--- config.mk ---
export PLATFORM = sky130hd
export DESIGN_NAME = audio_fir_stage
export DESIGN_NICKNAME = d
export VERILOG_FILES = /design/src/rtl/audio_fir_pkg.sv /design/src/rtl/fir_tap_buffer.sv /design/src/rtl/audio_fir_stage.sv
export SDC_FILE = /design/constraint.sdc
export NUM_CORES = 1
export LEC_CHECK = 0
export BUFFER_PORTS_ARGS = -buffer_cell sky130_fd_sc_hd__buf_2
export CAP_MARGIN = 0
export CORE_ASPECT_RATIO = 1.5
export CORE_UTILIZATION = 45
export CTS_BUF_LIST = sky130_fd_sc_hd__clkbuf_8
export CTS_CLUSTER_SIZE = 28
export DETAILED_ROUTE_END_ITERATION = 8
export SYNTH_ARGS = -nofsm -noshare
export SYNTH_HDL_FRONTEND = slang
export SYNTH_HIERARCHICAL = 1
export SYNTH_SLANG_ARGS = --single-unit
--- constraint.sdc ---
create_clock -name CLOCK_50 -period 3.65 [get_ports CLOCK_50]
set_input_delay 0.365 -clock CLOCK_50 [delete_from_list [all_inputs] [get_ports CLOCK_50]]
set_output_delay 0.365 -clock CLOCK_50 [all_outputs]
set_load 0.02 [all_outputs]
--- src/rtl/audio_fir_pkg.sv ---
// Shared defaults and FSM encoding for the audio moving-average FIR stage.
package audio_fir_pkg;

    localparam int unsigned FIR_DW        = 24;
    localparam int unsigned FIR_TAPS      = 8;
    localparam int unsigned FIR_LOG2_TAPS = 3;

    typedef enum logic [1:0] {
        IDLE    = 2'd0,
        ACCUM   = 2'd1,
        WAIT_WR = 2'd2,
        WRITE   = 2'd3
    } fir_state_t;

endpackage

--- src/rtl/fir_tap_buffer.sv ---
// Per-channel circular sample buffer: one write port, one indexed
// combinational read port, synchronous clear of every entry.
module fir_tap_buffer
    import audio_fir_pkg::*;
#(
    parameter int unsigned DW    = FIR_DW,
    parameter int unsigned DEPTH = FIR_TAPS,
    parameter int unsigned AW    = FIR_LOG2_TAPS
) (
    input  logic          CLOCK_50,
    input  logic          clear,
    input  logic          we,
    input  logic [AW-1:0] wr_addr,
    input  logic [DW-1:0] wr_data,
    input  logic [AW-1:0] rd_addr,
    output logic [DW-1:0] rd_data
);

    logic [DW-1:0] mem [DEPTH];

    // Clear wipes the whole history; otherwise store the captured sample.
    always_ff @(posedge CLOCK_50) begin
        if (clear) begin
            for (int unsigned i = 0; i < DEPTH; i++) begin
                mem[i] <= '0;
            end
        end else if (we) begin
            mem[wr_addr] <= wr_data;
        end
    end

    assign rd_data = mem[rd_addr];

endmodule

--- src/rtl/audio_fir_stage.sv ---
// Stereo moving-average FIR stage between a codec ADC and DAC: capture a
// sample pair, sum the last TAPS samples per channel, divide by TAPS via
// arithmetic shift, then hand the pair back to the codec.
module audio_fir_stage
    import audio_fir_pkg::*;
#(
    parameter int unsigned DW        = FIR_DW,
    parameter int unsigned TAPS      = FIR_TAPS,
    parameter int unsigned LOG2_TAPS = FIR_LOG2_TAPS
) (
    input  logic          CLOCK_50,
    input  logic          reset,
    input  logic          read_ready,
    input  logic [DW-1:0] readdata_left,
    input  logic [DW-1:0] readdata_right,
    output logic          read,
    input  logic          write_ready,
    output logic [DW-1:0] writedata_left,
    output logic [DW-1:0] writedata_right,
    output logic          write,
    output logic          busy
);

    localparam int unsigned AW = DW + LOG2_TAPS;

    fir_state_t            state;
    logic [LOG2_TAPS-1:0]  wr_ptr;
    logic [LOG2_TAPS-1:0]  tap_idx;
    logic                  capture;
    logic [DW-1:0]         tap_left;
    logic [DW-1:0]         tap_right;
    logic signed [AW-1:0]  acc_left;
    logic signed [AW-1:0]  acc_right;
    logic [DW-1:0]         avg_left;
    logic [DW-1:0]         avg_right;

    // Buffer clear shares the reset, so it has priority over a capture.
    assign capture = (state == IDLE) && read_ready;

    fir_tap_buffer #(
        .DW    (DW),
        .DEPTH (TAPS),
        .AW    (LOG2_TAPS)
    ) u_buf_left (
        .CLOCK_50 (CLOCK_50),
        .clear    (reset),
        .we       (capture),
        .wr_addr  (wr_ptr),
        .wr_data  (readdata_left),
        .rd_addr  (tap_idx),
        .rd_data  (tap_left)
    );

    fir_tap_buffer #(
        .DW    (DW),
        .DEPTH (TAPS),
        .AW    (LOG2_TAPS)
    ) u_buf_right (
        .CLOCK_50 (CLOCK_50),
        .clear    (reset),
        .we       (capture),
        .wr_addr  (wr_ptr),
        .wr_data  (readdata_right),
        .rd_addr  (tap_idx),
        .rd_data  (tap_right)
    );

    // Divide by TAPS with floor rounding, keep the low DW bits.
    assign avg_left  = DW'(acc_left  >>> LOG2_TAPS);
    assign avg_right = DW'(acc_right >>> LOG2_TAPS);

    // Control FSM with registered handshake outputs and accumulators.
    always_ff @(posedge CLOCK_50) begin
        if (reset) begin
            state           <= IDLE;
            wr_ptr          <= '0;
            tap_idx         <= '0;
            acc_left        <= '0;
            acc_right       <= '0;
            writedata_left  <= '0;
            writedata_right <= '0;
            read            <= 1'b0;
            write           <= 1'b0;
            busy            <= 1'b0;
        end else begin
            read  <= 1'b0;
            write <= 1'b0;
            case (state)
                IDLE: begin
                    if (read_ready) begin
                        wr_ptr    <= wr_ptr + 1'b1;
                        tap_idx   <= '0;
                        acc_left  <= '0;
                        acc_right <= '0;
                        read      <= 1'b1;
                        busy      <= 1'b1;
                        state     <= ACCUM;
                    end
                end
                ACCUM: begin
                    acc_left  <= acc_left  + {{LOG2_TAPS{tap_left[DW-1]}},  tap_left};
                    acc_right <= acc_right + {{LOG2_TAPS{tap_right[DW-1]}}, tap_right};
                    if (tap_idx == LOG2_TAPS'(TAPS - 1)) begin
                        state <= WAIT_WR;
                    end else begin
                        tap_idx <= tap_idx + 1'b1;
                    end
                end
                WAIT_WR: begin
                    if (write_ready) begin
                        writedata_left  <= avg_left;
                        writedata_right <= avg_right;
                        write           <= 1'b1;
                        state           <= WRITE;
                    end
                end
                WRITE: begin
                    busy  <= 1'b0;
                    state <= IDLE;
                end
                default: begin
                    busy  <= 1'b0;
                    state <= IDLE;
                end
            endcase
        end
    end

endmodule

# Word-level counts from Yosys, hierarchy flattened
# Memory sizes are Yosys's and may differ from the RTL's. A register that Yosys moved wholly into a read port is not among the register bits.
# Cells that the tools add are included.
# word_totals
register_bits,113
mem_bits_ro,0
inputBits,52
out_inout_bits,51
latchBits,0
memories,2
ramBits,384
# mem_list
name,depth,width,read_ports,rd_clocked_by_memory_dff,wr,line,rtl
u_buf_left.mem,8,24,1,1,8,fir_tap_buffer.sv:19,logic [DW-1:0] mem [DEPTH];
u_buf_right.mem,8,24,1,1,8,fir_tap_buffer.sv:19,
# op_classes
reduce_logical,14
mul,0
shift,0
addsub,4
n_div,0
order_cmp,0
bitwise,2
muxes,29
n_eq_ne,8
# ops
operator,n
27-bit one-hot mux with 2 select lines,2
27-bit adder,2
24-bit two-way mux,2
24-bit OR reduction,2
27-bit two-way mux,1
3-bit two-way mux,8
1-bit two-way mux,10
2-bit != test (second input constant),4
2-bit one-hot mux with 4 select lines,1
2-bit AND reduction,4
3-bit by 1-bit adder with 3-bit output (second input constant),2
2-bit two-way mux,3
3-bit one-hot mux with 2 select lines,1
3-bit AND reduction,2
2-bit == test (second input constant),2
2-bit nonzero test,2
2-bit OR reduction,2
3-bit == test (second input constant),1
2-bit by 1-bit == test with 1-bit output (second input constant),1
2-bit zero test,1
1-bit NOT,2
1-bit one-hot mux with 2 select lines,1
1-bit logical AND,1

# Logic depth before layout (Yosys ltp)
# depth
ltp_word,7
depth_mapped,15
depth_no_buf,13

# Cells and area by module
# The synthesis kept the hierarchy.
# modules_own_cells
mod,area_per_inst_um2,n_inst,cells_each
fir_tap_buffer at u_buf_right,8583.2,1,552
fir_tap_buffer at u_buf_left,8582.0,1,552
audio_fir_stage,6312.3,1,768

# Worst setup path before layout
# No wires, ideal clock.
# synth_timing
path_type,register -> register
startpoint,reg tap_idx[0] (netlist name)
endpoint,reg acc_right[24]
setup_time_ns,0.124
path_buffers,1
slack_ns,-0.222
arrival_ns,3.748
path_stages_with_launch,15
path_cell_list,dfxtp_1 > buf_2 > mux4_2 > mux2_2 > ha_1 > fa_1 > a21oi_1 > o21ai_0 > a21oi_1 > o21ai_1 > a31oi_2 > o21ai_1 > a221oi_1 > xor2_1 > o21ai_1
# synth_lines
element,line,rtl
"end signal, assigned",audio_fir_stage.sv:102,"acc_right <= acc_right + {{LOG2_TAPS{tap_right[DW-1]}}, tap_right};"
"end, declared",audio_fir_stage.sv:33,logic signed [AW-1:0] acc_right;

==> run metrics <==
Synthesis Warnings=6; Synth Instances=1872; Bufs and invs on worst path=2; top cells by area, synth=edfxtp_1 (49%), dfxtp_1 (9.6%), mux4_2 (9.2%), nor3_1 (8.3%), ha_1 (3.1%); combinational share of power=0.293; worst skew pair latency=between 0.6 and 0.7 ns; via count=15900; Total GRT Usage=0.233; Mean Syn Cell Area=12.5 um^2; GRT Residual Overflow=0; Pre-antenna DRT Iters=5; final hold vios=0; # fillers=between 4000 and 5000; Largest stage delay, worst path=roughly 0.5 ns; Synth-to-Final Area Change=16.7%; Final Instance Area=0.0274 mm^2; FMAX=approximately 280 MHz; Final setup viols=0; nets=~2200; first-pass GRT wire length=93900 um; largest fanout on the critical path=8; top-area cell type share of the netlist area=0.491; DR DRC count=0; Max Cap Viol=0; CTS tree=built; Synth Flop Type=edfxtp_1; Clk pin slew, worst setup/hold paths=~0.060 ns; flop2flop setup slack=between 0.08 and 0.09 ns; DP Area=0.0255 mm^2; P_int=10.9 mW; switching power=between 5 and 6 mW; Max-slew headroom=0.400; setup tns final=0 ns; Final Max Tran Viols=0; most used cell, CP=buf_12; initial antenna violation count=1; gpl congestion=~0.86; io pins=between 100 and 150; Pleak=between 10 and 15 nW; pin count of the biggest net entering global routing=93; Hold WC Path Type=in2reg; worst endpoint required time=around 4.2 ns; crit path cell chain=buf_12 > buf_12 > mux4_2 > mux2_4 > ha_4 > a41o_1 > nor4_4 > o31ai_2 > o2bb2ai_2 > o211ai_2 > a21oi_2 > or3_1 > a32o_1; worst slew pin tran=0.901 ns; Initial Util=0.455; dominant cell type by area after synthesis=edfxtp_1; register area share after synthesis=0.588; synth unique cells=between 60 and 70; Seq cells post-synth=~500; Crit path arrival time=~4.1 ns; CTS Buffer Depth=3; dpl hpwl=39100 um; layout cells sized above 1=0.268; switch share=0.319; Post-Place Cells=roughly 2600; core area=0.0516 mm^2; I/O Buffers=roughly 100; Cell Area, Synth=approximately 0.023 mm^2; Crit path max-delay family=compound AO/OA/AOI/OAI gates; clock skew=a little under 0.04 ns; outcome=finished, final reports clean; Startpoint Class=register; clk sinks=between 400 and 500; post-route ant nets=0; Hold WS=about 0.16 ns; Inserted Clock Buffers=between 70 and 80; DRT iter0 DRCs=roughly 1100; RSZ-0062 raised after global routing=true; share of synthesized flip-flops with an asynchronous set or reset=0; CTS H-tree lvls=3; Root Driver=clkbuf_8; highest-delay cell along the critical path=mux4_2; CP Capture Type=register; Reg power frac=0.428; Horiz. Die Dim=189 um; maximum VDD drop=~0.00034 V; chip height=between 200 and 300 um; wire per inst=between 20 and 25 um; EDFF count, synth=roughly 380; Post-Syn Nets=1985; # rows=102; Crit Path Category=reg2reg; Cell Pwr Density=about 600 mW/mm^2; fin util=0.531; Cell Count, Final, Fillers Out=2796; Tcrit/Tclk final=0.977; DR vias/cell=approximately 5.7; Tmin final=between 3 and 4 ns; vias in the first global route=around 16000; clock share of power=0.278; drt total wl=61000 um; die area=about 0.053 mm^2
-- per-stage QoR --
stage / setup slack, ns / power, mW
final: 0.0839 / 16.0
after CTS: -0.00429 / 15.9
after global routing: -0.0436 / 16.7
after global placement: -0.0935 / 11.3
after detailed placement: -0.131 / 11.4
after floorplan: 0.0327 / 9.87
-- power by group through the flow --
stage / registers (mW) / clock network [mW] / logic (mW)
finish: 6.83 / 4.44 / 4.68
global route: 6.88 / 4.79 / 5.06
CTS: 6.83 / 4.56 / 4.53
detailed placement: 6.97 / 0 / 4.44
global placement: 6.94 / 0 / 4.38
floorplan: 6.86 / 0 / 3.01
-- worst paths after layout --
kind	from	end	cells after the start
max	tap_idx[0]	acc_right[23]	13
min	reset	tap_idx[0]	2
max reg2reg	tap_idx[0]	acc_right[23]	13
min reg2reg	writedata_right[11]	writedata_right[11]	2
-- Yosys cell counts (5+ instances only) --
cell,number
inv_1,16
nand3_1,5
nor2_1,59
clkbuf_1,109
dfxtp_1,113
buf_2,20
a31oi_1,8
and3_1,6
nor3_1,389
a21oi_1,95
xnor2_1,19
o21ai_0,34
a22oi_1,24
mux2_2,24
nand2b_1,6
nand4_1,5
nor2b_1,7
mux2i_1,5
xor2_1,27
clkinv_1,48
o21bai_1,24
edfxtp_1,384
ha_1,59
a21o_1,42
mux2_4,24
nand2_1,149
buf_1,10
mux4_2,96
-- sequential cells by signal (all words and copies together) (netlist names) --
register         count
busy                 1
tap_idx              3
state                2
read                 1
u_buf_right/mem    192
writedata_right     24
acc_right           27
acc_left            27
wr_ptr               3
u_buf_left/mem     192
write                1
writedata_left      24
-- layout by cell type, fill, tap and decap left out, drive strengths merged, types with 37 or more instances in the layout --
master	count
nor2	59
mux2	48
mux4	96
a21oi	95
clkinv	71
o21ai	37
buf	253
clkbuf	84
nor3	389
nand2	149
dfxtp	113
a21o	42
inv	45
ha	59
edfxtp	384
-- layout make-up --
cell class              count  area, um^2  share of cell area
diodes                      1        2.50           0.0000914
inverters                  64         240             0.00877
clock inverters            56         288              0.0105
flip-flops and latches    497       13800               0.504
repair buffers            253        1940              0.0707
multi-input cells        1165        9120               0.333
clock buffers              84        1160              0.0422
well taps                 676         846              0.0309
-- repair_timing --
item / CTS / global route
hold buffers: 0 / 0
resized for setup: 13 / 40
setup buffers: 3 / 15
pin swaps: 5 / 24
endpoints found under the setup margin: 13 / 20
-- metal layers --
metal,track usage,vias to the layer above,wire (um)
met1,0.267,7875,23200
li1,-,7462,-
met2,0.425,438,32700
met3,0.0320,110,2550
met4,0.117,0,2530
met5,0,-,0
-- kinds of logic after synthesis --
kind of cell               share of synthesized area
AOI/OAI and AO/OA                             0.0722
muxes                                          0.121
buffers and inverters                         0.0381
xor gates and xnor gates                      0.0172
DFF                                            0.588
adders and majority gates                     0.0331
and+or+nand+nor                                0.131
Power figures use the tool's default switching activity.
